<file path="src/rtl/traffic_pkg.sv">
// Shared state codes, mode encodings and lamp patterns for the two-group
// traffic phase controller.
package traffic_pkg;

    typedef enum logic [3:0] {
        NIGHT    = 4'd0,
        ALLRED_A = 4'd1,
        G1       = 4'd2,
        Y1       = 4'd3,
        G1L      = 4'd4,
        Y1L      = 4'd5,
        ALLRED_B = 4'd6,
        G2       = 4'd7,
        Y2       = 4'd8,
        G2L      = 4'd9,
        Y2L      = 4'd10,
        EMG1     = 4'd11,
        EMG2     = 4'd12
    } state_e;

    localparam logic [1:0] MODE_RUN   = 2'b00;
    localparam logic [1:0] MODE_NIGHT = 2'b01;
    localparam logic [1:0] MODE_HOLD  = 2'b10;

    // Bit order {R1,Y1,G1,R1L,Y1L,G1L,R2,Y2,G2,R2L,Y2L,G2L}.
    localparam logic [11:0] LAMP_ALLRED  = 12'b100_100_100_100;
    localparam logic [11:0] LAMP_G1      = 12'b001_100_100_100;
    localparam logic [11:0] LAMP_Y1      = 12'b010_100_100_100;
    localparam logic [11:0] LAMP_G1L     = 12'b100_001_100_100;
    localparam logic [11:0] LAMP_Y1L     = 12'b100_010_100_100;
    localparam logic [11:0] LAMP_G2      = 12'b100_100_001_100;
    localparam logic [11:0] LAMP_Y2      = 12'b100_100_010_100;
    localparam logic [11:0] LAMP_G2L     = 12'b100_100_100_001;
    localparam logic [11:0] LAMP_Y2L     = 12'b100_100_100_010;
    localparam logic [11:0] LAMP_NIGHT_Y = 12'b010_010_010_010;
    localparam logic [11:0] LAMP_OFF     = 12'b000_000_000_000;

    function automatic logic [11:0] lamp_of(state_e s);
        case (s)
            G1, EMG1: lamp_of = LAMP_G1;
            Y1:       lamp_of = LAMP_Y1;
            G1L:      lamp_of = LAMP_G1L;
            Y1L:      lamp_of = LAMP_Y1L;
            G2, EMG2: lamp_of = LAMP_G2;
            Y2:       lamp_of = LAMP_Y2;
            G2L:      lamp_of = LAMP_G2L;
            Y2L:      lamp_of = LAMP_Y2L;
            NIGHT:    lamp_of = LAMP_OFF;
            default:  lamp_of = LAMP_ALLRED;
        endcase
    endfunction

    function automatic logic is_green(state_e s);
        is_green = (s == G1) || (s == G1L) || (s == G2) || (s == G2L);
    endfunction

    function automatic state_e yellow_of(state_e s);
        case (s)
            G1:      yellow_of = Y1;
            G1L:     yellow_of = Y1L;
            G2:      yellow_of = Y2;
            G2L:     yellow_of = Y2L;
            default: yellow_of = s;
        endcase
    endfunction

endpackage

</file>
<file path="src/rtl/phase_scheduler_if.sv">
// Settings, requests and lamp/display outputs of the phase scheduler.
interface phase_scheduler_if #(
    parameter int CNT_WIDTH = 11
);
    logic                 tick_1s;
    logic [1:0]           mode;
    logic [CNT_WIDTH-1:0] green_len;
    logic [CNT_WIDTH-1:0] yellow_len;
    logic [1:0]           ped_req;
    logic [1:0]           emg_req;
    logic [11:0]          lamps;
    logic [CNT_WIDTH-1:0] remain;
    logic [3:0]           phase;
    logic [1:0]           ped_pend;

    // No handshake: tick_1s and ped_req are single-cycle strobes, emg_req is a
    // level, the rest are static settings; outputs are registered levels.
    modport master (
        output tick_1s, mode, green_len, yellow_len, ped_req, emg_req,
        input  lamps, remain, phase, ped_pend
    );

    modport slave (
        input  tick_1s, mode, green_len, yellow_len, ped_req, emg_req,
        output lamps, remain, phase, ped_pend
    );
endinterface

</file>
<file path="src/rtl/phase_timer.sv">
// Remaining-time counter: loads a phase length (0 treated as 1), counts down
// on ticks and flags the final tick of a phase.
module phase_timer #(
    parameter int W       = 11,
    parameter int RST_VAL = 1
) (
    input  logic         clk,
    input  logic         rst,
    input  logic         load,
    input  logic [W-1:0] load_val,
    input  logic         clr,
    input  logic         tick,
    input  logic         en,
    output logic [W-1:0] remain,
    output logic         last
);
    localparam logic [W-1:0] RST_V = (RST_VAL == 0) ? W'(1) : W'(RST_VAL);

    logic [W-1:0] remain_q, remain_d;

    always_comb begin
        remain_d = remain_q;
        if (clr) begin
            remain_d = '0;
        end else if (load) begin
            remain_d = (load_val == '0) ? W'(1) : load_val;
        end else if (en && tick && remain_q > W'(1)) begin
            remain_d = remain_q - W'(1);
        end
    end

    always_ff @(posedge clk) begin
        if (rst) remain_q <= RST_V;
        else     remain_q <= remain_d;
    end

    assign remain = remain_q;
    assign last   = (remain_q == W'(1));

endmodule

</file>
<file path="src/rtl/phase_scheduler.sv">
// Two-group intersection phase controller with all-red clearance, pedestrian
// green shortening, emergency preemption, night flash and settings hold.
module phase_scheduler
    import traffic_pkg::*;
#(
    parameter int CNT_WIDTH  = 11,
    parameter int ALLRED_LEN = 1,
    parameter int PED_MIN    = 3
) (
    input logic              clk,
    input logic              rst,
    phase_scheduler_if.slave bus
);
    localparam logic [CNT_WIDTH-1:0] ALLRED_V  = CNT_WIDTH'(ALLRED_LEN);
    localparam logic [CNT_WIDTH-1:0] PED_MIN_V = CNT_WIDTH'(PED_MIN);

    state_e               state_q, state_d, nxt;
    logic [11:0]          lamps_q, lamps_d;
    logic [1:0]           ped_pend_q, ped_pend_d;
    logic                 emg_pend_q, emg_pend_d, emg_grp_q, emg_grp_d;
    logic                 go, run_mode, emg_sel, emg_trig, pend_now, grp_now, shorten;
    logic                 t_load, t_clr, t_en, t_last;
    logic [CNT_WIDTH-1:0] t_val, remain;

    function automatic state_e succ(state_e s, logic pend, logic grp);
        case (s)
            ALLRED_A: succ = pend ? (grp ? EMG2 : EMG1) : G1;
            G1:       succ = Y1;
            Y1:       succ = pend ? ALLRED_B : G1L;
            G1L:      succ = Y1L;
            Y1L:      succ = ALLRED_B;
            ALLRED_B: succ = pend ? (grp ? EMG2 : EMG1) : G2;
            G2:       succ = Y2;
            Y2:       succ = pend ? ALLRED_A : G2L;
            G2L:      succ = Y2L;
            default:  succ = ALLRED_A;
        endcase
    endfunction

    always_comb begin
        run_mode = (bus.mode == MODE_RUN);
        emg_sel  = ~bus.emg_req[0];
        // A request for group g never cuts short a green already serving g.
        emg_trig = run_mode && (state_q != NIGHT) && (state_q != EMG1) && (state_q != EMG2)
                   && (bus.emg_req != 2'b00)
                   && !(emg_sel ? (state_q == G2 || state_q == G2L)
                                : (state_q == G1 || state_q == G1L));
        pend_now = emg_pend_q | emg_trig;
        grp_now  = emg_trig ? emg_sel : emg_grp_q;
        shorten  = ((state_q == G1 && ped_pend_q[1]) || (state_q == G2 && ped_pend_q[0]))
                   && (remain > PED_MIN_V);

        go         = 1'b0;
        nxt        = state_q;
        t_load     = 1'b0;
        t_clr      = 1'b0;
        t_en       = 1'b0;
        t_val      = '0;
        state_d    = state_q;
        lamps_d    = lamps_q;
        ped_pend_d = ped_pend_q | bus.ped_req;
        emg_pend_d = pend_now;
        emg_grp_d  = grp_now;

        if ((bus.mode & MODE_HOLD) == 2'b00) begin
            if (bus.mode == MODE_NIGHT) begin
                emg_pend_d = 1'b0;
                if (state_q != NIGHT) begin
                    state_d = NIGHT;
                    lamps_d = LAMP_OFF;
                    t_clr   = 1'b1;
                end else if (bus.tick_1s) begin
                    lamps_d = lamps_q ^ LAMP_NIGHT_Y;
                end
            end else if (state_q == NIGHT) begin
                go  = 1'b1;
                nxt = ALLRED_A;
            end else if (state_q == EMG1 || state_q == EMG2) begin
                if (!bus.emg_req[state_q == EMG2]) begin
                    go  = 1'b1;
                    nxt = (state_q == EMG2) ? Y2 : Y1;
                end
            end else if (emg_trig && is_green(state_q)) begin
                go  = 1'b1;
                nxt = yellow_of(state_q);
            end else if (shorten) begin
                t_load = 1'b1;
                t_val  = PED_MIN_V;
            end else if (bus.tick_1s && t_last) begin
                go  = 1'b1;
                nxt = succ(state_q, pend_now, grp_now);
            end else begin
                t_en = 1'b1;
            end
        end

        // Every phase entry samples its length and applies entry side effects.
        if (go) begin
            state_d = nxt;
            lamps_d = lamp_of(nxt);
            case (nxt)
                G1, G1L, G2, G2L:   begin t_load = 1'b1; t_val = bus.green_len;  end
                Y1, Y1L, Y2, Y2L:   begin t_load = 1'b1; t_val = bus.yellow_len; end
                ALLRED_A, ALLRED_B: begin t_load = 1'b1; t_val = ALLRED_V;       end
                default:            t_clr = 1'b1;
            endcase
            if (nxt == Y1) ped_pend_d[1] = 1'b0;
            if (nxt == Y2) ped_pend_d[0] = 1'b0;
            if (nxt == EMG1 || nxt == EMG2) emg_pend_d = 1'b0;
        end
    end

    always_ff @(posedge clk) begin
        if (rst) begin
            state_q    <= ALLRED_A;
            lamps_q    <= LAMP_ALLRED;
            ped_pend_q <= 2'b00;
            emg_pend_q <= 1'b0;
            emg_grp_q  <= 1'b0;
        end else begin
            state_q    <= state_d;
            lamps_q    <= lamps_d;
            ped_pend_q <= ped_pend_d;
            emg_pend_q <= emg_pend_d;
            emg_grp_q  <= emg_grp_d;
        end
    end

    phase_timer #(
        .W       (CNT_WIDTH),
        .RST_VAL (ALLRED_LEN)
    ) u_timer (
        .clk      (clk),
        .rst      (rst),
        .load     (t_load),
        .load_val (t_val),
        .clr      (t_clr),
        .tick     (bus.tick_1s),
        .en       (t_en),
        .remain   (remain),
        .last     (t_last)
    );

    assign bus.lamps    = lamps_q;
    assign bus.remain   = remain;
    assign bus.phase    = state_q;
    assign bus.ped_pend = ped_pend_q;

endmodule

</file>
<file path="src/flat_wrapper.sv">
// flat-port wrapper written by rule: the top's interface ports become plain ports
module phase_scheduler_flat import traffic_pkg::*;
#(
    parameter int CNT_WIDTH  = 11,
    parameter int ALLRED_LEN = 1,
    parameter int PED_MIN    = 3
)
  (clk, rst, bus_tick_1s, bus_mode, bus_green_len, bus_yellow_len, bus_ped_req, bus_emg_req, bus_lamps, bus_remain, bus_phase, bus_ped_pend);
  phase_scheduler_if #(.CNT_WIDTH(CNT_WIDTH)) bus_i ();
  input logic clk;
  input logic rst;
  input wire logic [$bits(bus_i.tick_1s)-1:0] bus_tick_1s;
  input wire logic [$bits(bus_i.mode)-1:0] bus_mode;
  input wire logic [$bits(bus_i.green_len)-1:0] bus_green_len;
  input wire logic [$bits(bus_i.yellow_len)-1:0] bus_yellow_len;
  input wire logic [$bits(bus_i.ped_req)-1:0] bus_ped_req;
  input wire logic [$bits(bus_i.emg_req)-1:0] bus_emg_req;
  output wire logic [$bits(bus_i.lamps)-1:0] bus_lamps;
  output wire logic [$bits(bus_i.remain)-1:0] bus_remain;
  output wire logic [$bits(bus_i.phase)-1:0] bus_phase;
  output wire logic [$bits(bus_i.ped_pend)-1:0] bus_ped_pend;
  assign bus_i.tick_1s = bus_tick_1s;
  assign bus_i.mode = bus_mode;
  assign bus_i.green_len = bus_green_len;
  assign bus_i.yellow_len = bus_yellow_len;
  assign bus_i.ped_req = bus_ped_req;
  assign bus_i.emg_req = bus_emg_req;
  assign bus_lamps = bus_i.lamps;
  assign bus_remain = bus_i.remain;
  assign bus_phase = bus_i.phase;
  assign bus_ped_pend = bus_i.ped_pend;
  phase_scheduler #(.CNT_WIDTH(CNT_WIDTH), .ALLRED_LEN(ALLRED_LEN), .PED_MIN(PED_MIN)) u_core (.clk(clk), .rst(rst), .bus(bus_i));
endmodule
</file>
<file path="config.mk">
export PLATFORM = sky130hd
export DESIGN_NAME = phase_scheduler_flat
export DESIGN_NICKNAME = d
export VERILOG_FILES = /design/src/rtl/traffic_pkg.sv /design/src/rtl/phase_scheduler_if.sv /design/src/rtl/phase_timer.sv /design/src/rtl/phase_scheduler.sv /design/src/flat_wrapper.sv
export SDC_FILE = /design/constraint.sdc
export NUM_CORES = 1
export LEC_CHECK = 0
export ABC_AREA = 1
export BUFFER_PORTS_ARGS = -buffer_cell sky130_fd_sc_hd__buf_2
export CAP_MARGIN = 20
export CORE_MARGIN = 2
export CORE_UTILIZATION = 30
export CTS_BUF_LIST = sky130_fd_sc_hd__clkbuf_4 sky130_fd_sc_hd__clkbuf_8 sky130_fd_sc_hd__clkbuf_16
export DETAILED_ROUTE_END_ITERATION = 6
export PLACE_DENSITY_LB_ADDON = 0.12
export SLEW_MARGIN = 10
export SYNTH_ARGS = -nofsm -noshare
export SYNTH_HDL_FRONTEND = slang
export SYNTH_SLANG_ARGS = --single-unit
</file>
<file path="constraint.sdc">
create_clock -name clk -period 3.3 [get_ports clk]
set_input_delay 0.33 -clock clk [delete_from_list [all_inputs] [get_ports clk]]
set_output_delay 0.33 -clock clk [all_outputs]
set_load 0.05 [all_outputs]
</file>
======== After elaboration in Yosys (flattened, before gate mapping) ========
Memories as Yosys holds them, arrays and structs flattened.
Index checks and enable logic that the tools add are counted.
operators by class
  bitwise logic cells ..................... 4
  equal/unequal tests ..................... 27
  add/sub/neg operators ................... 1
  mux-type cells .......................... 76
  magnitude comparators ................... 3
  reductions and logical operators ........ 39
operator list
  cell                                                                               number
  11-bit 2-to-1 mux                                                                  10
  4-bit 2-to-1 mux                                                                   16
  12-bit 2-to-1 mux                                                                  4
  1-bit 2-to-1 mux                                                                   39
  4-bit == test (second input constant)                                              9
  4-bit case mux with 9 select lines                                                 1
  11-bit case mux with 3 select lines                                                1
  4-bit by 3-bit == test with 1-bit output (second input constant)                   8
  4-bit by 2-bit == test with 1-bit output (second input constant)                   4
  4-bit case mux with 4 select lines                                                 1
  1-bit logical AND                                                                  12
  11-bit by 1-bit == test with 1-bit output (second input constant)                  1
  11-bit by 1-bit greater-than comparator with 1-bit output (second input constant)  1
  11-bit by 2-bit greater-than comparator with 1-bit output (second input constant)  1
  11-bit logical NOT                                                                 1
  11-bit by 1-bit subtractor with 11-bit output (second input constant)              1
  2-bit nonzero test                                                                 5
  10-bit OR reduction                                                                1
  4-bit by 1-bit == test with 1-bit output (second input constant)                   2
  4-bit != test (second input constant)                                              2
  4-bit OR reduction                                                                 2
  1-bit logical OR                                                                   7
  2-bit 2-to-1 mux                                                                   3
  3-bit AND reduction                                                                2
  13 further kinds                                                                   16
storage, ports and cells
  bits in read-only memories .............. 192
  output and inout port bits .............. 29
  bits of input ports ..................... 31
  register bits after elaboration ......... 31
  memories kept ........................... 1
  word-level logic and storage cells ...... 159
memories
  memory           words  width  read ports  clocked after memory_dff  wr ports  RTL line           RTL
  (no name shown)  16     12     1           0                         0         traffic_pkg.sv:39  case (s)

======== Logic depth before layout (Yosys ltp) ========
  word-level depth ........................ 25
  gate-level depth with buffers ........... 35

======== Cells and area by module ========
From an unflattened synthesis, not the netlist that was laid out.
unflattened totals
  cells, all modules ...................... 465
  area total of the unflattened synthesis .. 2840.2 um2
by module, submodules not included
  module           instances  area an instance (um2)  cells each  sequential area each (um2)
  phase_scheduler  1          1958.1                  315         400.4
  phase_timer      1          882.1                   150         220.2

======== Worst setup path before layout ========
No wires, ideal clock.
  path kind ............................... reg-to-reg
  start point ............................. reg u_core.state_q[1] (netlist: u_core.bus.phase[1])
  end point ............................... reg u_core.u_timer.remain_q[7] (netlist: u_core.u_timer.remain[7])
  stages on the path, launching flop included .. 29
  arrival ................................. 3.357 ns
  slack ................................... -0.180 ns
  data required time ...................... 3.177 ns
  path buffers ............................ 2
  clock period less this slack ............ 3.480 ns
  path through ............................ dfxtp_1 > buf_2 > nor2_2 > nand2_1 > nand2_4 > nor2_8 > nand3_4 > nand2_4 > nand3_1 > nand2_1 > nand3_1 > nand2_1 > nand2_1 > nand2_1 > nand2_1 > nand2_4 > inv_2 > ha_1 > nand4_1 > nand2_1 > nor2_1 > nand3_2 > nand2_2 > o21ai_4 > nor2_4 > inv_4 > buf_6 > o21ai_1 > a31oi_1
between the ends
  word-level cells in the longest chain between the ends .. 24
ends and longest elaborated chain
  element                                                                 RTL line                                      RTL
  from (decl)                                                             phase_scheduler.sv:17                         state_e state_q, state_d, nxt;
  from (signal assigned)                                                  phase_scheduler.sv:121                        state_q <= state_d;
  4-bit nonzero test                                                      phase_scheduler.sv:44, phase_scheduler.sv:68
  1-bit logical AND (3 in a row)                                          phase_scheduler.sv:44                         emg_trig = run_mode && (state_q != NIGHT) && (state_q != EMG1) && (state_q != EMG2)
  1-bit logical AND                                                       phase_scheduler.sv:45                         && (bus.emg_req != 2'b00)
  1-bit logical AND                                                       phase_scheduler.sv:46                         && !(emg_sel ? (state_q == G2 || state_q == G2L)
  1-bit 2-to-1 mux                                                        phase_scheduler.sv:49                         grp_now = emg_trig ? emg_sel : emg_grp_q;
  3-bit 2-to-1 mux                                                        phase_scheduler.sv:27, phase_scheduler.sv:32
  4-bit 2-to-1 mux, on equally long branches                              phase_scheduler.sv:32, phase_scheduler.sv:27
  4-bit case mux with 9 select lines                                      phase_scheduler.sv:26                         case (s)
  [6 not listed]                                                          -
  4-bit 2-to-1 mux                                                        phase_scheduler.sv:65                         if ((bus.mode & MODE_HOLD) == 2'b00) begin
  4-bit by 3-bit == test with 1-bit output, or another cell as far along  phase_scheduler.sv:101                        case (nxt)
  4-bit OR reduction / 2-bit OR reduction (equally long branches)         phase_scheduler.sv:101
  11-bit case mux with 3 select lines                                     phase_scheduler.sv:101
  11-bit 2-to-1 mux                                                       phase_scheduler.sv:98                         if (go) begin
  11-bit logical NOT                                                      phase_timer.sv:26                             remain_d = (load_val == '0) ? W'(1) : load_val;
  11-bit 2-to-1 mux                                                       phase_timer.sv:26
  11-bit 2-to-1 mux                                                       phase_timer.sv:25                             end else if (load) begin
  to (signal assigned)                                                    phase_timer.sv:34                             else remain_q <= remain_d;
  to (decl)                                                               phase_timer.sv:19                             logic [W-1:0] remain_q, remain_d;
Several ways; a longest one is shown, not always the timed one. The select of a mux whose other input is x is not followed.
A chain may end at the register's enable or synchronous reset.

======== Final worst setup path ========
  start point ............................. reg u_core.state_q[3] (netlist: u_core.bus.phase[3])
  end point ............................... reg u_core.u_timer.remain_q[2] (netlist: u_core.u_timer.remain[2])
The elaborated chain is that of the path after synthesis.

==> summary.md <==
| Metric | Value |
|---|---|
| Mapped Area | 0.00272 mm2 |
| CP Class | reg2reg |
| Clk buf depth | 2 |
| Area of the multi-input gates | 0.00202 mm2 |
| Cell taking the most area after synthesis | dfxtp_1 |
| Tot GR Track Use | 18.7% |
| Post-synthesis sequential area ratio | 22.8% |
| Post-synth top area share | 22.8% |
| Starting density of the core | 31.1% |
| Syn avg cell area | 6.01 um2 |
| DR WL met2 | 4720 um |
| Number of global-route vias before repair | 3085 |
| Final hold vios | 0 |
| Design Power | 1910 uW |
| Die Y | 99.2 um |
| Largest net degree at the start of global routing | 17 |
| Top-level port count | 60 |
| Routed vias | 3361 |
| YS warnings | 0 |
| Worst r2r path cells | 28 |
| Fin. max-slew vios | 0 |
| Worst hold path depth | 3 |
| Distinct cell type count of the synthesized netlist | 43 |
| PwrDens | 458 mW/mm2 |
| CP delay by family, top | simple AND/OR/NAND/NOR gates |
| DRT iter0 DRCs | 188 |
| CP max stage delay | 390 ps |
| Nets | 640 |
| Pre-antenna DRT Iters | 5 |
| GPL Wtd Cong | 0.881 |
| Post-DR wirelength/cell | 14.0 um |
| ANT cells | 0 |
| Worst vdd ir | 304 uV |
| Core Region | 0.00876 mm2 |
| Sink Count | 31 |
| Critical Path Start | u_core.bus.phase[3] |
| RSZ-0062 raised after global routing | yes |
| Clock-pin slew on the worst setup and hold paths | 80 ps |
| Routed WL | 9980 um |
| Static Leak | 0.00221 uW |
| Worst skew pair latency | 290 ps |
| Rows | 34 |
| F_max | 306 MHz |
| DRT antenna net count | 0 |
| Final setup fails | 0 |
| Total congestion overflow | 0 |
| Post-synth net total | 489 |
| CTS Hold Bufs | 0 |
| Reg2reg end | u_core.u_timer.remain[2] |
| Outcome | finished, final reports clean |
| CP required | 3510 ps |
| Tcrit/Tclk final | 98.9% |
| Antenna violations before repair | 0 |
| Die Width | 99.2 um |
| FF+latch area | 643 um2 |
| WL met3 | 386 um |
| CP Buf/Inv Count | 4 |
| HPWL Detailed | 7280 um |
| Fin util | 47.6% |
| FF+latch count, synth | 31 |
| Critical path endpoint category | flip-flop |
| CP max-delay cell | dfxtp_4 |
| Root buffer cell | clkbuf_8 |
| Hold wc startpoint | bus_ped_req[1] |
| RR Startpoint | u_core.bus.phase[3] |
| Wire length on met1 | 4780 um |
| Final min period | 3260 ps |
| Startpoint types | flip-flop |
| Fillers | 917 |
| Synth top area cells | dfxtp_1 23%, nand2_1 19%, inv_1 8.1% |
| CTS buffer count | 5 |
| Worst hold path class | in2reg |
| Htree depth | 2 |
| Crit path DAT | 3470 ps |
| Worst Tran Pin Value | 512 ps |
| Hold EP | u_core.bus.ped_pend[1] |
| Via density per instance | 4.72 |
| Port Buf Inserts | 59 |
| Share of layout cells above drive strength 1 | 42.9% |
| Die area | 0.00985 mm2 |
| Most frequent CP cell | nand2_1 |
| FF-to-FF setup slack | 40 ps |
| Syn Inst Count | 453 |
| Layout Skew | 13.9 ps |
| Post-synth EDFFs | 0 |
| Global-route wire length before repair | 15000 um |
| Crit path max fanout | 7 |
| Max layer used | met4 |
| Async set-reset flop share out of synthesis | 0% |
| Post-route DRC | 0 |
| Area delta synth->final | 53.2% |
| Max-slew headroom | 65.6% |
| Synth Flop Type | dfxtp_1 |
| MaxCap Viol Count | 0 |
| TritonCTS clock tree | yes |
[cells in the mapped netlist (2+ instances only)]
| library cell | count |
|---|---|
| nor2_2 | 7 |
| dfxtp_1 | 31 |
| a221oi_1 | 5 |
| nand2_1 | 140 |
| nand2_4 | 7 |
| o21bai_1 | 2 |
| nand3_2 | 5 |
| nand4_1 | 4 |
| inv_2 | 9 |
| nand3_1 | 22 |
| a21oi_1 | 28 |
| nor2_1 | 42 |
| nor2_4 | 2 |
| nand2_2 | 12 |
| o21ai_1 | 6 |
| xor2_1 | 4 |
| ha_1 | 5 |
| clkbuf_1 | 4 |
| nor3_1 | 6 |
| o21ai_0 | 20 |
| buf_6 | 2 |
| inv_1 | 59 |
| o22ai_1 | 2 |
| a31oi_1 | 9 |
| o211ai_1 | 2 |
[state kept, by name, summed over array words and instances, names as in the netlist]
register               count
u_core.u_timer.remain     11
u_core.bus.ped_pend        2
u_core.bus.phase           4
u_core.emg_pend_q          1
u_core.emg_grp_q           1
u_core.bus.lamps          12
[metal layers]
metal,vias to the layer above,GRT usage [%]
met1,1517,27.0
li1,1768,-
met4,0,4.53
met3,9,2.81
met5,-,0
met2,67,29.4
[final cells by class]
class	instances	area share, %
timing repair buffer	150	24.1
clock inverter	1	0.120
inverter	69	6.63
multi-input combinational	347	48.5
sequential	31	15.4
tap	108	3.24
clock buffer	6	1.98
[worst max path at each step]
stage | end | slack [ps] | depth (start not counted)
floorplan | u_core.u_timer.remain[7] | 20 | 28
global placement | u_core.u_timer.remain[0] | -180 | 31
detailed placement | u_core.u_timer.remain[0] | -150 | 33
CTS | u_core.u_timer.remain[0] | 20 | 31
global route | u_core.u_timer.remain[0] | -220 | 28
finish | u_core.u_timer.remain[2] | 40 | 28
[logic make-up (layout without fill, tap and decap cells)]
kind of cell,after synthesis,in the layout,synth area share (%)
flip-flops,31,31,22.8
XOR/XNOR,5,5,1.61
AO/OA/AOI/OAI,82,82,18.4
buffers and inverters,77,226,11.4
AND/OR/NAND/NOR,253,255,43.4
adder cells (fa/ha/maj),5,5,2.30
[power by group]
part / switching (uW) / total [uW] / leakage, uW / internal, uW
Clock: 157 / 321 / 0.0000470 / 164
Sequential: 42.7 / 467 / 0.000257 / 425
Combinational: 703 / 1120 / 0.00190 / 417
Total: 903 / 1910 / 0.00221 / 1010
[cell usage in the layout (no fill, tap or decap), types with 6 or more instances in the layout]
cell / instances
a21oi_1: 23
a31oi_1: 9
buf_2: 59
buf_4: 86
clkbuf_8: 6
dfxtp_1: 25
dfxtp_4: 6
inv_1: 55
inv_2: 8
nand2_1: 127
nand2_2: 20
nand2_4: 13
nand3_1: 18
nand3_2: 9
nor2_1: 32
nor2_2: 12
nor2_4: 7
o21ai_0: 12
o21ai_1: 9
[through the flow]
stage / hold WS (ps) / area, um2 / setup TNS, ps / cells / setup WS (ps)
2_1_floorplan: 409 / 2730 / 0 / 453 / 17.7
3_3_place_gp: 454 / 3610 / -614 / 677 / -182
3_5_place_dp: 453 / 3610 / -407 / 677 / -154
4_1_cts: 316 / 3750 / 0 / 686 / 18.2
5_1_grt: 376 / 4170 / -1070 / 712 / -225
6_report: 317 / 4170 / 0 / 712 / 36.9
[tightest hold or removal path: cells and delay by family]
family	cells	cell delay [ps]
AOI/OAI and AO/OA	1	60
and+or+nand+nor	1	90
buffers and inverters	1	90
[repair_timing]
| action | in CTS | in global routing |
|---|---|---|
| buffers inserted | 2 | 24 |
| gates cloned | 0 | 2 |
| pin swaps | 2 | 30 |
| resized for setup | 11 | 74 |
| setup endpoints to repair | 9 | 11 |
(Power assumes the default switching activity.)
